--- src/rtl/ota_density_monitor.sv ---
// ============================================================================
// ota_density_monitor
//   Windowed ones-density and edge count of a synchronized OTA comparator
//   output, with a hysteresis-filtered decision.
// Revision: 1.0
// ============================================================================
`default_nettype none

module ota_density_monitor #(
  parameter int WIN_LOG2 = 4
) (
  input  logic       clk,
  input  logic       rst,
  input  logic       ena,
  input  logic       ota_in,
  input  logic [7:0] thresh_hi,
  input  logic [7:0] thresh_lo,
  output logic [7:0] density,
  output logic       dens_valid,
  output logic       decision,
  output logic [7:0] edge_cnt
);

  logic                sync1;
  logic                s;
  logic                s_prev;
  logic [WIN_LOG2-1:0] wcnt;
  logic [WIN_LOG2:0]   ones;
  logic [WIN_LOG2:0]   ones_next;
  logic [7:0]          edges;
  logic [7:0]          edges_next;
  logic [8:0]          scaled;
  logic [7:0]          dens_next;
  logic                edge_hit;
  logic                close;

  assign edge_hit   = s ^ s_prev;
  assign close      = ena && (&wcnt);
  assign ones_next  = ones + (WIN_LOG2+1)'(s);
  assign edges_next = (edge_hit && (edges != 8'hFF)) ? edges + 8'd1 : edges;

  // Normalize the window count to an 8-bit density; only a full window reaches 256.
  generate
    if (WIN_LOG2 < 8) begin : g_scale_up
      assign scaled = 9'(ones_next) << (8 - WIN_LOG2);
    end else begin : g_scale_down
      assign scaled = 9'(ones_next >> (WIN_LOG2 - 8));
    end
  endgenerate

  assign dens_next = scaled[8] ? 8'hFF : scaled[7:0];

  always_ff @(posedge clk) begin
    if (rst) begin
      sync1      <= 1'b0;
      s          <= 1'b0;
      s_prev     <= 1'b0;
      wcnt       <= '0;
      ones       <= '0;
      edges      <= '0;
      density    <= '0;
      edge_cnt   <= '0;
      decision   <= 1'b0;
      dens_valid <= 1'b0;
    end else begin
      sync1      <= ota_in;
      s          <= sync1;
      s_prev     <= s;
      dens_valid <= close;
      if (ena) begin
        if (close) begin
          // The closing cycle's own sample is folded in via the *_next terms.
          wcnt     <= '0;
          ones     <= '0;
          edges    <= '0;
          density  <= dens_next;
          edge_cnt <= edges_next;
          if (dens_next >= thresh_hi) begin
            decision <= 1'b1;
          end else if (dens_next <= thresh_lo) begin
            decision <= 1'b0;
          end
        end else begin
          wcnt  <= wcnt + WIN_LOG2'(1);
          ones  <= ones_next;
          edges <= edges_next;
        end
      end
    end
  end

endmodule

`default_nettype wire

--- config.mk ---
export PLATFORM = sky130hd
export DESIGN_NAME = ota_density_monitor
export DESIGN_NICKNAME = d
export VERILOG_FILES = /design/src/rtl/ota_density_monitor.sv
export SDC_FILE = /design/constraint.sdc
export NUM_CORES = 1
export LEC_CHECK = 0
export BUFFER_PORTS_ARGS = -buffer_cell sky130_fd_sc_hd__buf_2
export CAP_MARGIN = 20
export CORE_ASPECT_RATIO = 0.75
export CORE_MARGIN = 1
export CORE_UTILIZATION = 47
export DETAILED_ROUTE_END_ITERATION = 7
export PLACE_DENSITY = 0.67
export SLEW_MARGIN = 20
export SYNTH_ARGS = -nofsm -noshare
export SYNTH_HDL_FRONTEND = slang
export SYNTH_SLANG_ARGS = --single-unit
--- constraint.sdc ---
create_clock -name clk -period 5.8 [get_ports clk]
set_input_delay 0.29 -clock clk [delete_from_list [all_inputs] [get_ports clk]]
set_output_delay 0.29 -clock clk [all_outputs]
set_load 0.05 [all_outputs]
# --- Word level (Yosys, flattened, before mapping) ---
# Cells that the tools add are included.
word_totals:
  inputBits: 20
  out_inout_bits: 18
  register_bits: 38
  word_cells: 30
op_classes:
  addsub: 3
  reduce_logical: 6
  eq_ne: 1
  n_mux: 7
  n_bitwise: 1
  n_lt_le_gt_ge: 2
ops:
  columns: ["operator", "count"]
  rows:
  - ["two-way mux 8 bit", 3]
  - ["adder 8 x 1 -> 8 bit, second input constant", 1]
  - [">= comparator 8 bit", 1]
  - ["less-or-equal comparator 8 bit", 1]
  - ["inequality test 8 bit, second input constant", 1]
  - ["adder 5 x 1 -> 5 bit", 1]
  - ["two-way mux 5 bit", 1]
  - ["adder 4 x 1 -> 4 bit, second input constant", 1]
  - ["two-way mux 4 bit", 1]
  - ["AND reduction 4 bit", 1]
  - ["AND reduction 3 bit", 1]
  - ["logical AND 1 bit", 2]
  - ["two-way mux 1 bit", 2]
  - ["AND reduction 2 bit", 1]
  - ["nonzero test 2 bit", 1]
  - ["bitwise XOR 1 bit", 1]

# --- Depth between registers and ports, before layout ---
logic_depth:
  depth_word: 5
  ltp_mapped: 12
  depth_no_buf: 11

# --- Worst setup path before layout ---
# No wires, ideal clock.
synth_timing:
  path_kind: "flip-flop to flip-flop"
  start: "register s"
  end: "register decision"
  setup_slack_ns: 3.475
  n_path_buf: 1
  t_arrival_ns: 2.197
  path_stages_with_launch: 12
  required_ns: 5.672
  setup_time_ns: 0.128
  cell_sequence: "dfxtp_1 ha_1 ha_1 nand3_1 xor2_1 buf_4 nand2b_1 ha_1 and4_1 a211oi_1 o211a_1 o22ai_1"
synth_between:
  elab_chain_cells: 5
  word_cells_on_any_way: 7
  classes_between: "add/sub: 1; order compare: 2; mux: 2; reduce/logical: 2"
synth_lines:
  columns: ["element", "line_no", "source"]
  rows:
  - ["start: declaration", "25", "logic s;"]
  - ["start signal: assignment", "67", "s <= sync1;"]
  - ["adder 5 x 1 -> 5 bit *", "39", "assign ones_next = ones + (WIN_LOG2+1)'(s);"]
  - ["two-way mux 8 bit *", "51", "assign dens_next = scaled[8] ? 8'hFF : scaled[7:0];"]
  - ["via dens_next[5]", "33", "logic [7:0] dens_next;"]
  - [">= comparator 8 bit / less-or-equal comparator 8 bit (equally long branches)", "78, 80", null]
  - ["nonzero test 2 bit (no line)", null, null]
  - ["AND reduction 3 bit (no line)", null, null]
  - ["end signal: assignment", "63", "decision <= 1'b0;"]
  - ["end signal: assignment", "79", "decision <= 1'b1;"]
  - ["end signal: assignment", "81", "decision <= 1'b0;"]
  - ["end: declaration", "20", "output logic decision,"]
# The timed path passes the listed nets; every way through them passes the cells marked *.
# A chain may end at the register's enable or synchronous reset.

# --- Worst setup path in the final report ---
# Same ends and word-level chain as after synthesis.

==> summary.txt <==
number of remaining DRC errors: 0
via count of the first global-routing pass: 1507
utilization after layout: 0.5793
sequential element share of the synthesized area: 0.3608
Tot GR Track Use: 0.2031
max-cap viol count: 0
family of cells with the greatest summed delay on the critical path: adder cells
most frequent CP cell: ha_1
total detailed-routing wirelength: 3.965 mm
Chip Width: 76.22 µm
Yosys cell types: 41
count of pins over their slew limit: 0
maximum number of buffers from clock root to sink: 2
maximum vdd drop: 132.4 µV
share of cells above drive strength 1: 0.1778
placeable core region: 3804 µm²
global placement routability congestion: 0.7745
Starting Density: 0.5105
worst-margin pin slew: 0.8274 ns
DRT iter0 DRCs: 88
total overflow reported by the global router: 0
post-synthesis sequential element count: 35
status: finished clean
post-synth top area share: 0.3608
number of instances resized during post-cts repair: 0
endpoint required time on the critical path: 5.96 ns
clock tree from TritonCTS: done
antenna diode count: 0
critical path start-end classification: reg2reg
CP max stage cell: xor2_1
most frequent standard cell in the layout excluding fill and tap cells: buf_2
area added between synthesis and finish: 13.47%
number of vias per cell: 5.177
list of cells traversed by the critical path: ha_1 > ha_1 > nand3_1 > xor2_1 > nand2_1 > ha_1 > and4_1 > a211oi_1 > o211a_1 > o22ai_1
power density of the placed cells: 202.2 nW/µm²
final number of setup-violating endpoints: 0
relative max-transition margin: 0.4465
depth of the CTS H-tree: 2
most used cells in the layout excluding fill and tap cells: buf_2 (37), dfxtp_1 (35), a21oi_1 (26)
total via count after detailed routing: 1667
per-instance average area after synthesis: 8.159 µm²
Detailed Routing Iterations Pass 1: 4
number of buffers inserted by post-CTS setup repair: 0
post-layout min period: 3.010 ns
Setup Total Neg Slack: 0 ns
Peak Freq: 332.2 MHz
Syn Std Cell Area: 1942 µm²
Syn. warnings: 0
overall power after layout: 445.6 µW
Hold Vio Cnt, Final: 0
routed wire length per instance: 12.31 µm
TritonCTS Sinks: 35
Worst setup EP type: flip-flop
Final ANT Viol Nets: 0
top area cells in the synthesized netlist: dfxtp_1 (36%), ha_1 (11%), a21oi_1 (6.7%)
critical path peak fanout: 11
Hold Crit Class: in2reg
Die Footprint: 4395 µm²
post-CTS clock slew at the launch and capture registers of the worst setup and hold paths: 0.07 ns
number of nets produced by synthesis: 275
share of the clock period used by the worst path after layout: 0.5190
slowest stage delay, CP: 0.67 ns
DPL Wire Length: 2.876 mm
leakage power summed over all cells: 1.008 nW
source-to-sink clock delay at the later pin of the worst-skew pair: 0.28 ns
clock buffer count from CTS: 5
data arrival time at the worst-slack endpoint: 3.17 ns
hold buffer count at CTS: 0
instance count of the mapped netlist: 238
Fill cells: 384
total area of sequential cells: 700.7 µm²
number of nets in the final layout: 306
# rows: 19
number of antenna violations at the first check in global routing: 0
Root Buffer Master: clkbuf_8
RSZ-0062 raised after global routing: false
pin count of the biggest net entering global routing: 36
first-pass GRT wire length: 6.948 mm
kind of start point of the critical path: flip-flop
area post-placement: 2111 µm²
count of pins on the block boundary: 38
area used by multi-input combinational logic: 1089 µm²
worst-case clock skew: 0.003135 ns
IO buf count: 37
fin area: 2203 µm²
CP bufs+invs: 0
Yosys top cell by area: dfxtp_1
Die Height: 57.67 µm
[sequential cells by signal, indices dropped and copies added (netlist names)]
| name | flops |
|---|---|
| decision | 1 |
| dens_valid | 1 |
| density | 5 |
| edge_cnt | 8 |
| edges | 8 |
| ones | 5 |
| s | 1 |
| s_prev | 1 |
| sync1 | 1 |
| wcnt | 4 |
[cell usage after synthesis (all sizes together)]
cell     count
o211a        1
nor3b        3
a31oi        1
o311ai       1
and3         3
a2bb2oi      1
or3          5
o21a         3
and4         1
o31a         1
clkinv       1
inv         18
xnor2        4
a21oi       26
xor2         7
nor2        23
a31o         1
mux2i        3
nand4        3
o2111a       1
nor4         1
maj3         1
dfxtp       35
a41oi        1
o21ai       10
nand2       22
ha          17
clkbuf       6
nor3         6
nor2b        4
o22ai        2
nand3        7
buf          8
a211oi       8
nand2b       3
[layout make-up]
| class | instances | share of cell area |
|---|---|---|
| Clock buffer | 7 | 0.03464 |
| Clock inverter | 1 | 0.002271 |
| Inverter | 19 | 0.03237 |
| Multi-Input combinational cell | 170 | 0.4940 |
| Sequential cell | 35 | 0.3180 |
| Tap cell | 52 | 0.02953 |
| Timing Repair Buffer | 38 | 0.08915 |
[final timing paths]
path                      startpoint                 endpoint  slack, ns  depth (start not counted)
max                     s$_SDFF_PP0_    decision$_SDFFE_PP0P_       2.79                         10
min                           ota_in         sync1$_SDFF_PP0_       0.22                          2
max reg2reg             s$_SDFF_PP0_    decision$_SDFFE_PP0P_       2.79                         10
min reg2reg  density[6]$_SDFFE_PP0P_  density[6]$_SDFFE_PP0P_       0.45                          2
[stage by stage]
| step | hold WS (ns) | instances | worst slack (ns) |
|---|---|---|---|
| after global placement | 0.4407 | 313 | 2.925 |
| after detailed placement | 0.4481 | 313 | 2.828 |
| after CTS | 0.2181 | 321 | 2.803 |
| after floorplan | 0.4138 | 238 | 3.475 |
| after global routing | 0.2254 | 322 | 2.568 |
| final | 0.2227 | 322 | 2.790 |
[metal layers]
layer / part of all wire / up-vias / track usage / wire length [µm]
li1: - / 889 / - / -
met1: 0.56 / 738 / 0.2998 / 2209
met2: 0.39 / 38 / 0.2857 / 1542
met3: 0.048 / 2 / 0.05039 / 190
met4: 0.0061 / 0 / 0.07418 / 24
met5: 0 / - / 0 / 0
[kinds of logic after synthesis]
| group | count (synthesis) | share of synthesized area |
|---|---|---|
| flops | 35 | 0.3608 |
| compound gates | 57 | 0.1785 |
| fa+ha+maj | 18 | 0.1147 |
| buf+inv | 33 | 0.07860 |
| mux | 3 | 0.01546 |
| simple gates | 81 | 0.2023 |
| xor+xnor | 11 | 0.04961 |
[power breakdown]
group / internal (mW) / switching, mW / leakage (nW)
Sequential: 0.243 / 0.00227 / 0.283
Combinational: 0.0146 / 0.0201 / 0.683
Clock: 0.0842 / 0.0816 / 0.0422
Total: 0.342 / 0.104 / 1.01
Note: power is estimated with default switching activity, not from simulation.
